==> src/rtl/mdu_pkg.sv <==
// rtl/mdu_pkg.sv - shared constants for the multiply/divide sequencer
package mdu_pkg;

    localparam int XLEN  = 32;
    localparam int CNT_W = $clog2(XLEN);

    localparam logic [2:0] MUL_FUNCT3    = 3'b000;
    localparam logic [2:0] MULH_FUNCT3   = 3'b001;
    localparam logic [2:0] MULHSU_FUNCT3 = 3'b010;
    localparam logic [2:0] MULHU_FUNCT3  = 3'b011;
    localparam logic [2:0] DIV_FUNCT3    = 3'b100;
    localparam logic [2:0] DIVU_FUNCT3   = 3'b101;
    localparam logic [2:0] REM_FUNCT3    = 3'b110;
    localparam logic [2:0] REMU_FUNCT3   = 3'b111;

    localparam logic [1:0] ST_IDLE     = 2'd0;
    localparam logic [1:0] ST_MUL_BUSY = 2'd1;
    localparam logic [1:0] ST_DIV_BUSY = 2'd2;
    localparam logic [1:0] ST_DONE     = 2'd3;

    localparam logic [XLEN-1:0] DIV_ALL_ONES = {XLEN{1'b1}};
    localparam logic [XLEN-1:0] DIV_INT_MIN  = {1'b1, {(XLEN-1){1'b0}}};

endpackage

==> src/rtl/mdu_div_step.sv <==
// rtl/mdu_div_step.sv - one combinational restoring-division step
module mdu_div_step
    import mdu_pkg::*;
#(
    parameter int W = XLEN
) (
    input  logic [W-1:0] rem_i,
    input  logic [W-1:0] quo_i,
    input  logic [W-1:0] dvs_i,
    output logic [W-1:0] rem_o,
    output logic [W-1:0] quo_o
);

    logic [W:0] shifted;
    logic [W:0] diff;

    // rem_i < dvs_i, so a non-negative diff never sets bit W; bit W is the borrow
    assign shifted = {rem_i, quo_i[W-1]};
    assign diff    = shifted - {1'b0, dvs_i};
    assign rem_o   = diff[W] ? shifted[W-1:0] : diff[W-1:0];
    assign quo_o   = {quo_i[W-2:0], ~diff[W]};

endmodule

==> src/rtl/mdu_sequencer.sv <==
// rtl/mdu_sequencer.sv - M-extension sequencer; MDU_DIV_REUSE_EN enables a one-entry divide result cache
module mdu_sequencer
    import mdu_pkg::*;
#(
    parameter int MUL_LATENCY = 2
) (
    input  logic            clk_i,
    input  logic            rst_i,
    input  logic            en_i,
    input  logic [2:0]      op_i,
    input  logic [XLEN-1:0] rs1_i,
    input  logic [XLEN-1:0] rs2_i,
    input  logic            freeze_i,
    output logic [XLEN-1:0] result_o,
    output logic            done_o,
    output logic            mul_stall_o,
    output logic            div_stall_o,
    output logic            busy_o
);

    localparam int PW = 2 * XLEN;

    logic [1:0]             state_q, state_d;
    logic [CNT_W-1:0]       cnt_q, cnt_d;
    logic [2:0]             op_q, op_d;
    logic signed [XLEN:0]   mul_a_q, mul_a_d, mul_b_q, mul_b_d;
    logic [XLEN-1:0]        rem_q, rem_d, quo_q, quo_d, dvs_q, dvs_d;
    logic [XLEN-1:0]        result_q, result_d;
    logic                   q_neg_q, q_neg_d, r_neg_q, r_neg_d;

    logic                   div_signed, rs1_neg, rs2_neg;
    logic                   div_by_zero, div_overflow, div_fast, cache_hit;
    logic [XLEN-1:0]        rs1_abs, rs2_abs, fast_result, cache_result;
    logic [XLEN-1:0]        step_rem, step_quo, quo_fix, rem_fix, div_result, mul_result;
    logic [PW-1:0]          prod;

    assign div_signed   = ~op_i[0];
    assign rs1_neg      = div_signed & rs1_i[XLEN-1];
    assign rs2_neg      = div_signed & rs2_i[XLEN-1];
    assign rs1_abs      = rs1_neg ? -rs1_i : rs1_i;
    assign rs2_abs      = rs2_neg ? -rs2_i : rs2_i;
    assign div_by_zero  = (rs2_i == '0);
    assign div_overflow = div_signed && (rs1_i == DIV_INT_MIN) && (rs2_i == DIV_ALL_ONES);
    assign div_fast     = div_by_zero | div_overflow;

    always_comb begin
        fast_result = op_i[1] ? '0 : DIV_INT_MIN;
        if (div_by_zero) begin
            fast_result = op_i[1] ? rs1_i : DIV_ALL_ONES;
        end
    end

    mdu_div_step #(.W(XLEN)) u_div_step (
        .rem_i (rem_q),
        .quo_i (quo_q),
        .dvs_i (dvs_q),
        .rem_o (step_rem),
        .quo_o (step_quo)
    );

    assign quo_fix    = q_neg_q ? -step_quo : step_quo;
    assign rem_fix    = r_neg_q ? -step_rem : step_rem;
    assign div_result = op_q[1] ? rem_fix : quo_fix;

    // 33-bit operands sign-extended to 64 bits; the low 64 bits of the product are exact
    assign prod       = {{(XLEN-1){mul_a_q[XLEN]}}, mul_a_q} * {{(XLEN-1){mul_b_q[XLEN]}}, mul_b_q};
    assign mul_result = (op_q == MUL_FUNCT3) ? prod[XLEN-1:0] : prod[PW-1:XLEN];

`ifdef MDU_DIV_REUSE_EN
    logic            c_valid_q, c_valid_d, c_uns_q, c_uns_d;
    logic [XLEN-1:0] c_rs1_q, c_rs1_d, c_rs2_q, c_rs2_d, c_quo_q, c_quo_d, c_rem_q, c_rem_d;

    assign cache_hit    = c_valid_q && (rs1_i == c_rs1_q) && (rs2_i == c_rs2_q) && (op_i[0] == c_uns_q);
    assign cache_result = op_i[1] ? c_rem_q : c_quo_q;

    always_comb begin
        c_valid_d = c_valid_q;
        c_uns_d   = c_uns_q;
        c_rs1_d   = c_rs1_q;
        c_rs2_d   = c_rs2_q;
        c_quo_d   = c_quo_q;
        c_rem_d   = c_rem_q;
        if (state_q == ST_IDLE && en_i && op_i[2] && !div_fast && !cache_hit) begin
            c_valid_d = 1'b0;
            c_uns_d   = op_i[0];
            c_rs1_d   = rs1_i;
            c_rs2_d   = rs2_i;
        end
        if (state_q == ST_DIV_BUSY) begin
            if (!en_i) begin
                c_valid_d = 1'b0;
            end else if (cnt_q == '0) begin
                c_valid_d = 1'b1;
                c_quo_d   = quo_fix;
                c_rem_d   = rem_fix;
            end
        end
    end

    always_ff @(posedge clk_i or posedge rst_i) begin
        if (rst_i) begin
            c_valid_q <= 1'b0;
            c_uns_q   <= 1'b0;
            c_rs1_q   <= '0;
            c_rs2_q   <= '0;
            c_quo_q   <= '0;
            c_rem_q   <= '0;
        end else begin
            c_valid_q <= c_valid_d;
            c_uns_q   <= c_uns_d;
            c_rs1_q   <= c_rs1_d;
            c_rs2_q   <= c_rs2_d;
            c_quo_q   <= c_quo_d;
            c_rem_q   <= c_rem_d;
        end
    end
`else
    assign cache_hit    = 1'b0;
    assign cache_result = '0;
`endif

    always_ff @(posedge clk_i or posedge rst_i) begin
        if (rst_i) begin
            state_q <= ST_IDLE;
        end else begin
            state_q <= state_d;
        end
    end

    always_comb begin
        state_d = state_q;
        case (state_q)
            ST_IDLE: begin
                if (en_i) begin
                    if (!op_i[2])                   state_d = ST_MUL_BUSY;
                    else if (div_fast || cache_hit) state_d = ST_DONE;
                    else                            state_d = ST_DIV_BUSY;
                end
            end
            ST_MUL_BUSY, ST_DIV_BUSY: begin
                if (!en_i)              state_d = ST_IDLE;
                else if (cnt_q == '0)   state_d = ST_DONE;
            end
            default: begin
                if (!freeze_i) state_d = ST_IDLE;
            end
        endcase
    end

    always_comb begin
        cnt_d    = cnt_q;
        op_d     = op_q;
        mul_a_d  = mul_a_q;
        mul_b_d  = mul_b_q;
        rem_d    = rem_q;
        quo_d    = quo_q;
        dvs_d    = dvs_q;
        q_neg_d  = q_neg_q;
        r_neg_d  = r_neg_q;
        result_d = result_q;
        case (state_q)
            ST_IDLE: begin
                if (en_i) begin
                    op_d = op_i;
                    if (!op_i[2]) begin
                        cnt_d   = CNT_W'(MUL_LATENCY - 1);
                        mul_a_d = {(op_i[1:0] != 2'b11) & rs1_i[XLEN-1], rs1_i};
                        mul_b_d = {~op_i[1] & rs2_i[XLEN-1], rs2_i};
                    end else if (div_fast) begin
                        result_d = fast_result;
                    end else if (cache_hit) begin
                        result_d = cache_result;
                    end else begin
                        cnt_d   = CNT_W'(XLEN - 1);
                        rem_d   = '0;
                        quo_d   = rs1_abs;
                        dvs_d   = rs2_abs;
                        q_neg_d = rs1_neg ^ rs2_neg;
                        r_neg_d = rs1_neg;
                    end
                end
            end
            ST_MUL_BUSY: begin
                if (en_i) begin
                    cnt_d = cnt_q - 1'b1;
                    if (cnt_q == '0) result_d = mul_result;
                end
            end
            ST_DIV_BUSY: begin
                if (en_i) begin
                    cnt_d = cnt_q - 1'b1;
                    rem_d = step_rem;
                    quo_d = step_quo;
                    if (cnt_q == '0) result_d = div_result;
                end
            end
            default: ;
        endcase
    end

    always_ff @(posedge clk_i or posedge rst_i) begin
        if (rst_i) begin
            cnt_q    <= '0;
            op_q     <= '0;
            mul_a_q  <= '0;
            mul_b_q  <= '0;
            rem_q    <= '0;
            quo_q    <= '0;
            dvs_q    <= '0;
            q_neg_q  <= 1'b0;
            r_neg_q  <= 1'b0;
            result_q <= '0;
        end else begin
            cnt_q    <= cnt_d;
            op_q     <= op_d;
            mul_a_q  <= mul_a_d;
            mul_b_q  <= mul_b_d;
            rem_q    <= rem_d;
            quo_q    <= quo_d;
            dvs_q    <= dvs_d;
            q_neg_q  <= q_neg_d;
            r_neg_q  <= r_neg_d;
            result_q <= result_d;
        end
    end

    // Stalls drop in DONE so the EX/MEM register captures result_o on that edge
    always_comb begin
        mul_stall_o = en_i & ~op_i[2] & ((state_q == ST_IDLE) | (state_q == ST_MUL_BUSY));
        div_stall_o = en_i &  op_i[2] & ((state_q == ST_IDLE) | (state_q == ST_DIV_BUSY));
        done_o      = (state_q == ST_DONE);
        busy_o      = (state_q == ST_MUL_BUSY) | (state_q == ST_DIV_BUSY);
    end

    assign result_o = result_q;

endmodule

==> config.mk <==
export PLATFORM = sky130hd
export DESIGN_NAME = mdu_sequencer
export DESIGN_NICKNAME = d
export VERILOG_FILES = /design/src/rtl/mdu_pkg.sv /design/src/rtl/mdu_div_step.sv /design/src/rtl/mdu_sequencer.sv
export SDC_FILE = /design/constraint.sdc
export NUM_CORES = 2
export LEC_CHECK = 0
export BUFFER_PORTS_ARGS = -buffer_cell sky130_fd_sc_hd__buf_2
export CORE_MARGIN = 1.5
export CORE_UTILIZATION = 28
export CTS_CLUSTER_SIZE = 8
export DETAILED_ROUTE_END_ITERATION = 6
export HOLD_SLACK_MARGIN = 0.06
export SYNTH_ARGS = -nofsm -noshare
export SYNTH_HDL_FRONTEND = slang
export SYNTH_HIERARCHICAL = 1
export SYNTH_SLANG_ARGS = --single-unit
==> constraint.sdc <==
create_clock -name clk_i -period 15.2 [get_ports clk_i]
set_clock_uncertainty 0.1 [all_clocks]
set_input_delay 1.52 -clock clk_i [delete_from_list [all_inputs] [get_ports clk_i]]
set_output_delay 1.52 -clock clk_i [all_outputs]
set_load 0.01 [all_outputs]
After elaboration in Yosys (flattened, before gate mapping)
Cells that the tools add are included.
- register bits after elaboration: 206
- bits of input ports: 71
- output and inout bits: 36
- word-level logic and storage cells: 111
- add/sub/neg operators: 6
- multiply operators: 1
- equal/unequal tests: 18
- muxes and demuxes: 40
- bitwise operators: 18
- reduce and logical (&&, ||, !) cells: 17
- operators by type and width (kind ; number):
    2-to-1 mux 32 bit ; 25
    negation 32 bit ; 4
    one-hot mux 32 bit (2 select lines) ; 2
    one-hot mux 32 bit (3 select lines) ; 1
    equality test 32 bit, second input constant ; 2
    multiplier 33 x 33 -> 64 bit ; 1
    subtractor 33 x 32 -> 33 bit ; 1
    zero test 32 bit ; 1
    2-to-1 mux 5 bit ; 4
    inequality test 2 bit, second input constant ; 9
    2-to-1 mux 2 bit ; 5
    one-hot mux 5 bit (2 select lines) ; 1
    bitwise AND 1 bit ; 8
    AND reduction 4 bit ; 2
    AND reduction 8 bit ; 1
    inequality test 3 x 2 -> 1 bit, second input constant ; 2
    AND reduction 3 bit ; 2
    zero test 5 bit ; 1
    NOT 1 bit ; 5
    AND reduction 5 bit ; 1
    subtractor 5 x 1 -> 5 bit, second input constant ; 1
    equality test 2 bit, second input constant ; 2
    bitwise OR 1 bit ; 4
    one-hot mux 2 bit (2 select lines) ; 1
    other kinds (12) ; 14

Depth between registers and ports, before layout
- depth after elaboration: 8
- depth in mapped cells: 30
- mapped depth without buffers: 28

Cells and area by module
The synthesis kept the hierarchy.
- modules (own cells, without submodules) (module ; times used ; cells each ; area each (sq um) ; sequential area each (sq um)):
    mdu_sequencer ; 1 ; 5601 ; 50495.9 ; 5154.9
    mdu_div_step ; 1 ; 336 ; 2591.2 ; 0.0

Worst setup path after synthesis
No wires, ideal clock.
- path kind: register to register
- start point: register mul_b_q[3]
- end point: register result_q[29], in the netlist result_o[29]
- setup time: 136 ps
- arrival: 7630 ps
- required time: 14964 ps
- path slack: 7334 ps
- cell stages (with the launch flop): 28
- buffers on the path: 3
- period minus slack after synthesis: 7866 ps
- cells stage by stage: dfrtp_1 > clkbuf_1 > clkbuf_1 > nand2_1 > inv_1 > fa_1 > fa_1 > fa_1 > fa_1 > inv_1 > fa_1 > inv_1 > fa_1 > fa_1 > inv_1 > fa_1 > inv_1 > ha_1 > clkbuf_1 > a21o_1 > a21o_1 > a21oi_1 > o21bai_1 > a21oi_1 > o211ai_1 > a31o_2 > a2111oi_0 > o31ai_1
- longest elaborated chain between the ends: 5
- RTL lines (element ; line ; source):
    start, declared ; mdu_sequencer.sv:26 ; logic signed [XLEN:0] mul_a_q, mul_a_d, mul_b_q, mul_b_d;
    start signal, assigned ; mdu_sequencer.sv:217 ; mul_b_q <= mul_b_d;
    multiplier 33 x 33 -> 64 bit ; mdu_sequencer.sv:66 ; assign prod = {{(XLEN-1){mul_a_q[XLEN]}}, mul_a_q} * {{(XLEN-1){mul_b_q[XLEN]}}, mul_b_q};
    2-to-1 mux 32 bit ; mdu_sequencer.sv:67 ; assign mul_result = (op_q == MUL_FUNCT3) ? prod[XLEN-1:0] : prod[PW-1:XLEN];
    2-to-1 mux 32 bit ; mdu_sequencer.sv:186 ; if (cnt_q == '0) result_d = mul_result;
    2-to-1 mux 32 bit ; mdu_sequencer.sv:184 ; if (en_i) begin
    one-hot mux 32 bit (3 select lines) ; mdu_sequencer.sv:161 ; case (state_q)
    end signal, assigned ; mdu_sequencer.sv:223 ; result_q <= result_d;
    end, declared ; mdu_sequencer.sv:28 ; logic [XLEN-1:0] result_q, result_d;
No other way between the ends. The select of a mux whose other input is x is not followed.
A chain may end at the register's enable or synchronous reset.

Worst setup path after layout
- start point: register mul_b_q[1]
- end point: register result_q[29], in the netlist result_o[29]
The elaborated chain is that of the path after synthesis.

==> flow_summary.toml <==
[outcome]
result_of_the_run = "finished, violations left"
violations = "design-rule violations"

[logic_synthesis]
synth-edff-count = 0
synth.mux.area_fraction_pct = 2.18
postSynthNetCount = 7389
post_synth_instance_area_um2 = 53100
post_synth_num_cell_types = 96
async_reset_ff_share_pct = 100
yosysWarnings = 6
yosys.area_share.xor_xnor_pct = 3.53
synth_simple_gate_area_share_pct = 16.3
synth_flop_cell = "sky130_fd_sc_hd__dfrtp_1"
ys_seq_area_share_pct = 9.71
syn_avg_cell_area_um2 = 8.94
post_synth_fa_ha_maj_area_fraction_pct = 48.5
ys_seq_elements = 206
synth_compound_area_share_pct = 8.43
netlist_instances = 5937
dominant_combinational_cell_family_by_area_after_synthesis = "adder cells"

[floorplanning]
design.portCount = 107
die_height_um = 438
dieArea_um2 = 192000
start_util_pct = 28.2
fp.dieW_um = 438
core.rowCount = 159
core_region_area_um2 = 188000

[clock_tree]
clock_sinks = 206
cts-hold-fix-buffers = 0
cts_buffer_depth = 3
clock_tree.root_cell = "sky130_fd_sc_hd__clkbuf_16"
cts_made_buffers = 30
cts_max_level = 1
clk_transition_reported_paths_ns = 0.05
tritoncts_clock_tree = "built"
postCtsSetupRepairBufs = 0
cts_repair_resize_count = 0
insertion_delay_ns = 0.58

[timing]
timing.final.setup_violations = 0
hold_viol_final = 0
rsz0062_at_grt = "no"
finalHoldWorstSlack_ns = 0.379
tightestPinTransition_ns = 1.25
slew_headroom_pct = 16.2
min_period_over_period_pct = 60.3
finalCriticalPeriod_ns = 9.17
fin_tns_setup_ns = 0
timing.fmax_ghz = 0.109
slew_violations = 0

[critical_path]
r2r-end = "result_o[29]"
worst_ep_arrival_time_ns = 9.50
crit_top_cell = "sky130_fd_sc_hd__fa_1"
setup.worst_path.start = "mul_b_q[1]"
timing.critical_path.cells = "and2_1, fa_1, fa_1, fa_1, fa_1, inv_1, fa_1, inv_1, fa_1, fa_1, inv_1, fa_1, inv_1, ha_1, a21o_1, a21o_1, a21oi_1, o21bai_1, a21oi_1, o211ai_1, a31o_2, a2111oi_0, o31ai_1"
critPathSlowestCell = "sky130_fd_sc_hd__dfrtp_1"
required_ns = 15.54
slowest_delay_ns = 1.06
r2r.worst_path.cells = 23
path_max_fanout = 34
cp_capture_type = "flop"
worst_reg2reg_startpoint = "mul_b_q[1]"
cp-start-kind = "flop"
r2r_slack_ns = 6.03
worstSetupPathType = "flop to flop"

[drt]
first_pass_iters = 7
wire_per_inst_um = 19.8
drc = 3
route.vias.total = 40200
drtIter0Drc = 2741
drtAntennaViolNets = 0
route.final.wire_length_mm = 165
route.detailed.vias_per_inst = 4.84

[cells_and_area]
syn2layout_area_growth_pct = 6.90
nets = 7260
fraction_of_layout_cells_with_a_size_suffix_above_1_pct = 6.14
final_core_utilization_pct = 30.2
layout.cell_area.non_filler_um2 = 56700

[grt]
antenna_found_initial = 7
grt_max_degree = 97
total_global_routing_track_utilization_pct = 17.4
via_count_of_the_first_global_routing_pass = 43000
grt_pass1_wl_mm = 260
grt_overflow_total = 0

[placed_design]
buffer_ports.inserted = 106
hpwl_reported_at_the_end_of_detailed_placement_mm = 129
post_dp_cell_area_um2 = 55900
finalWeightedCongestion = 0.929

[worst_hold_path]
hold_path.startpoint = "dvs_q[18]"
hold_path_class = "flop to flop"
hold_depth = 2
holdPathEnd = "dvs_q[18]"

[job]
cap_violations = 0
[cell families after synthesis]
logic type	count (synthesis)
buffers and inverters	1548
AO/OA/AOI/OAI	727
flip-flops	206
multiplexers	97
XOR/XNOR	214
adder cells (fa/ha/maj)	1381
AND/OR/NAND/NOR	1764
[final cells by class]
type | instances | area, um2
diodes | 5 | 12.5
clock buffers | 40 | 820
clock inverters | 1 | 7.51
fillers | 19800 | 131000
inverters | 1195 | 4500
multi-input cells | 4183 | 41900
flip-flops and latches | 206 | 5160
well taps | 2495 | 3120
repair buffers | 192 | 1180
[layout by cell type, fill, tap and decap left out, types with 37 or more instances in the layout]
cell,n
sky130_fd_sc_hd__xnor2_1,108
sky130_fd_sc_hd__a21o_1,47
sky130_fd_sc_hd__nand2_1,829
sky130_fd_sc_hd__and2_1,534
sky130_fd_sc_hd__nand3_1,37
sky130_fd_sc_hd__xor2_1,106
sky130_fd_sc_hd__mux2_2,65
sky130_fd_sc_hd__o31ai_1,46
sky130_fd_sc_hd__inv_1,1193
sky130_fd_sc_hd__nor2_1,127
sky130_fd_sc_hd__fa_1,1126
sky130_fd_sc_hd__a21oi_1,183
sky130_fd_sc_hd__buf_2,106
sky130_fd_sc_hd__dfrtp_1,200
sky130_fd_sc_hd__ha_1,254
sky130_fd_sc_hd__buf_4,86
sky130_fd_sc_hd__o21ai_0,264
[worst max-delay path, delay by kind of cell, from the launching register on]
family / cells / cell delay (ns)
and+or+nand+nor: 1 / 0.31
AOI/OAI and AO/OA: 9 / 1.85
buffers and inverters: 4 / 0.65
DFF: 1 / 1.06
adders and majority gates: 9 / 5.03
[through the flow]
step,worst slack (ns),cells
2_1_floorplan,7.33,5937
3_3_place_gp,6.14,8271
3_5_place_dp,6.06,8271
4_1_cts,6.03,8312
5_1_grt,5.45,8312
6_report,6.03,8317
[synthesized netlist by cell type, drive strengths merged (22+ instances only)]
master  instances  area share, %
nand2b         28           0.33
a31oi          22           0.27
o31ai          47           0.67
fa           1126             42
clkbuf        303            2.1
nor2          129           0.94
buf            48           0.71
nand2         831            5.9
or3            28           0.34
and2          536            6.3
xnor2         108            1.8
nor3           27           0.25
xor2          106            1.7
o21ai         265            2.5
nand3          38           0.36
a21oi         185            1.8
dfrtp         206            9.7
nor2b          35           0.41
inv          1195            8.5
nand4          33           0.39
ha            255            6.0
a21o           48           0.68
mux2           84            1.9
[worst max-delay path by stage]
stage	slack [ns]	endpoint	cells after the start
after floorplan	7.33	result_o[29]	27
after global placement	6.14	result_o[29]	23
after detailed placement	6.06	result_o[29]	23
after CTS	6.03	result_o[29]	23
after global routing	5.45	result_o[29]	23
final	6.03	result_o[29]	23
[layer usage]
layer	vias up	share of wire, %	global-route usage, %
met2	1190	47	29.0
met4	2	4.7	6.74
li1	17700	-	-
met3	294	5.6	1.86
met5	-	0.012	0
met1	21000	42	23.1
[sequential cells by signal, summed over array words and instances (netlist names)]
signal and count:
r_neg_q 1, result_o 32, mul_a_q 33, q_neg_q 1, quo_q 32, state_q 2
dvs_q 32, rem_q 32, op_q 3, mul_b_q 33, cnt_q 5
Power is not shown: default switching activity piles up to over one toggle a cycle in this logic, so the estimate is an artifact.
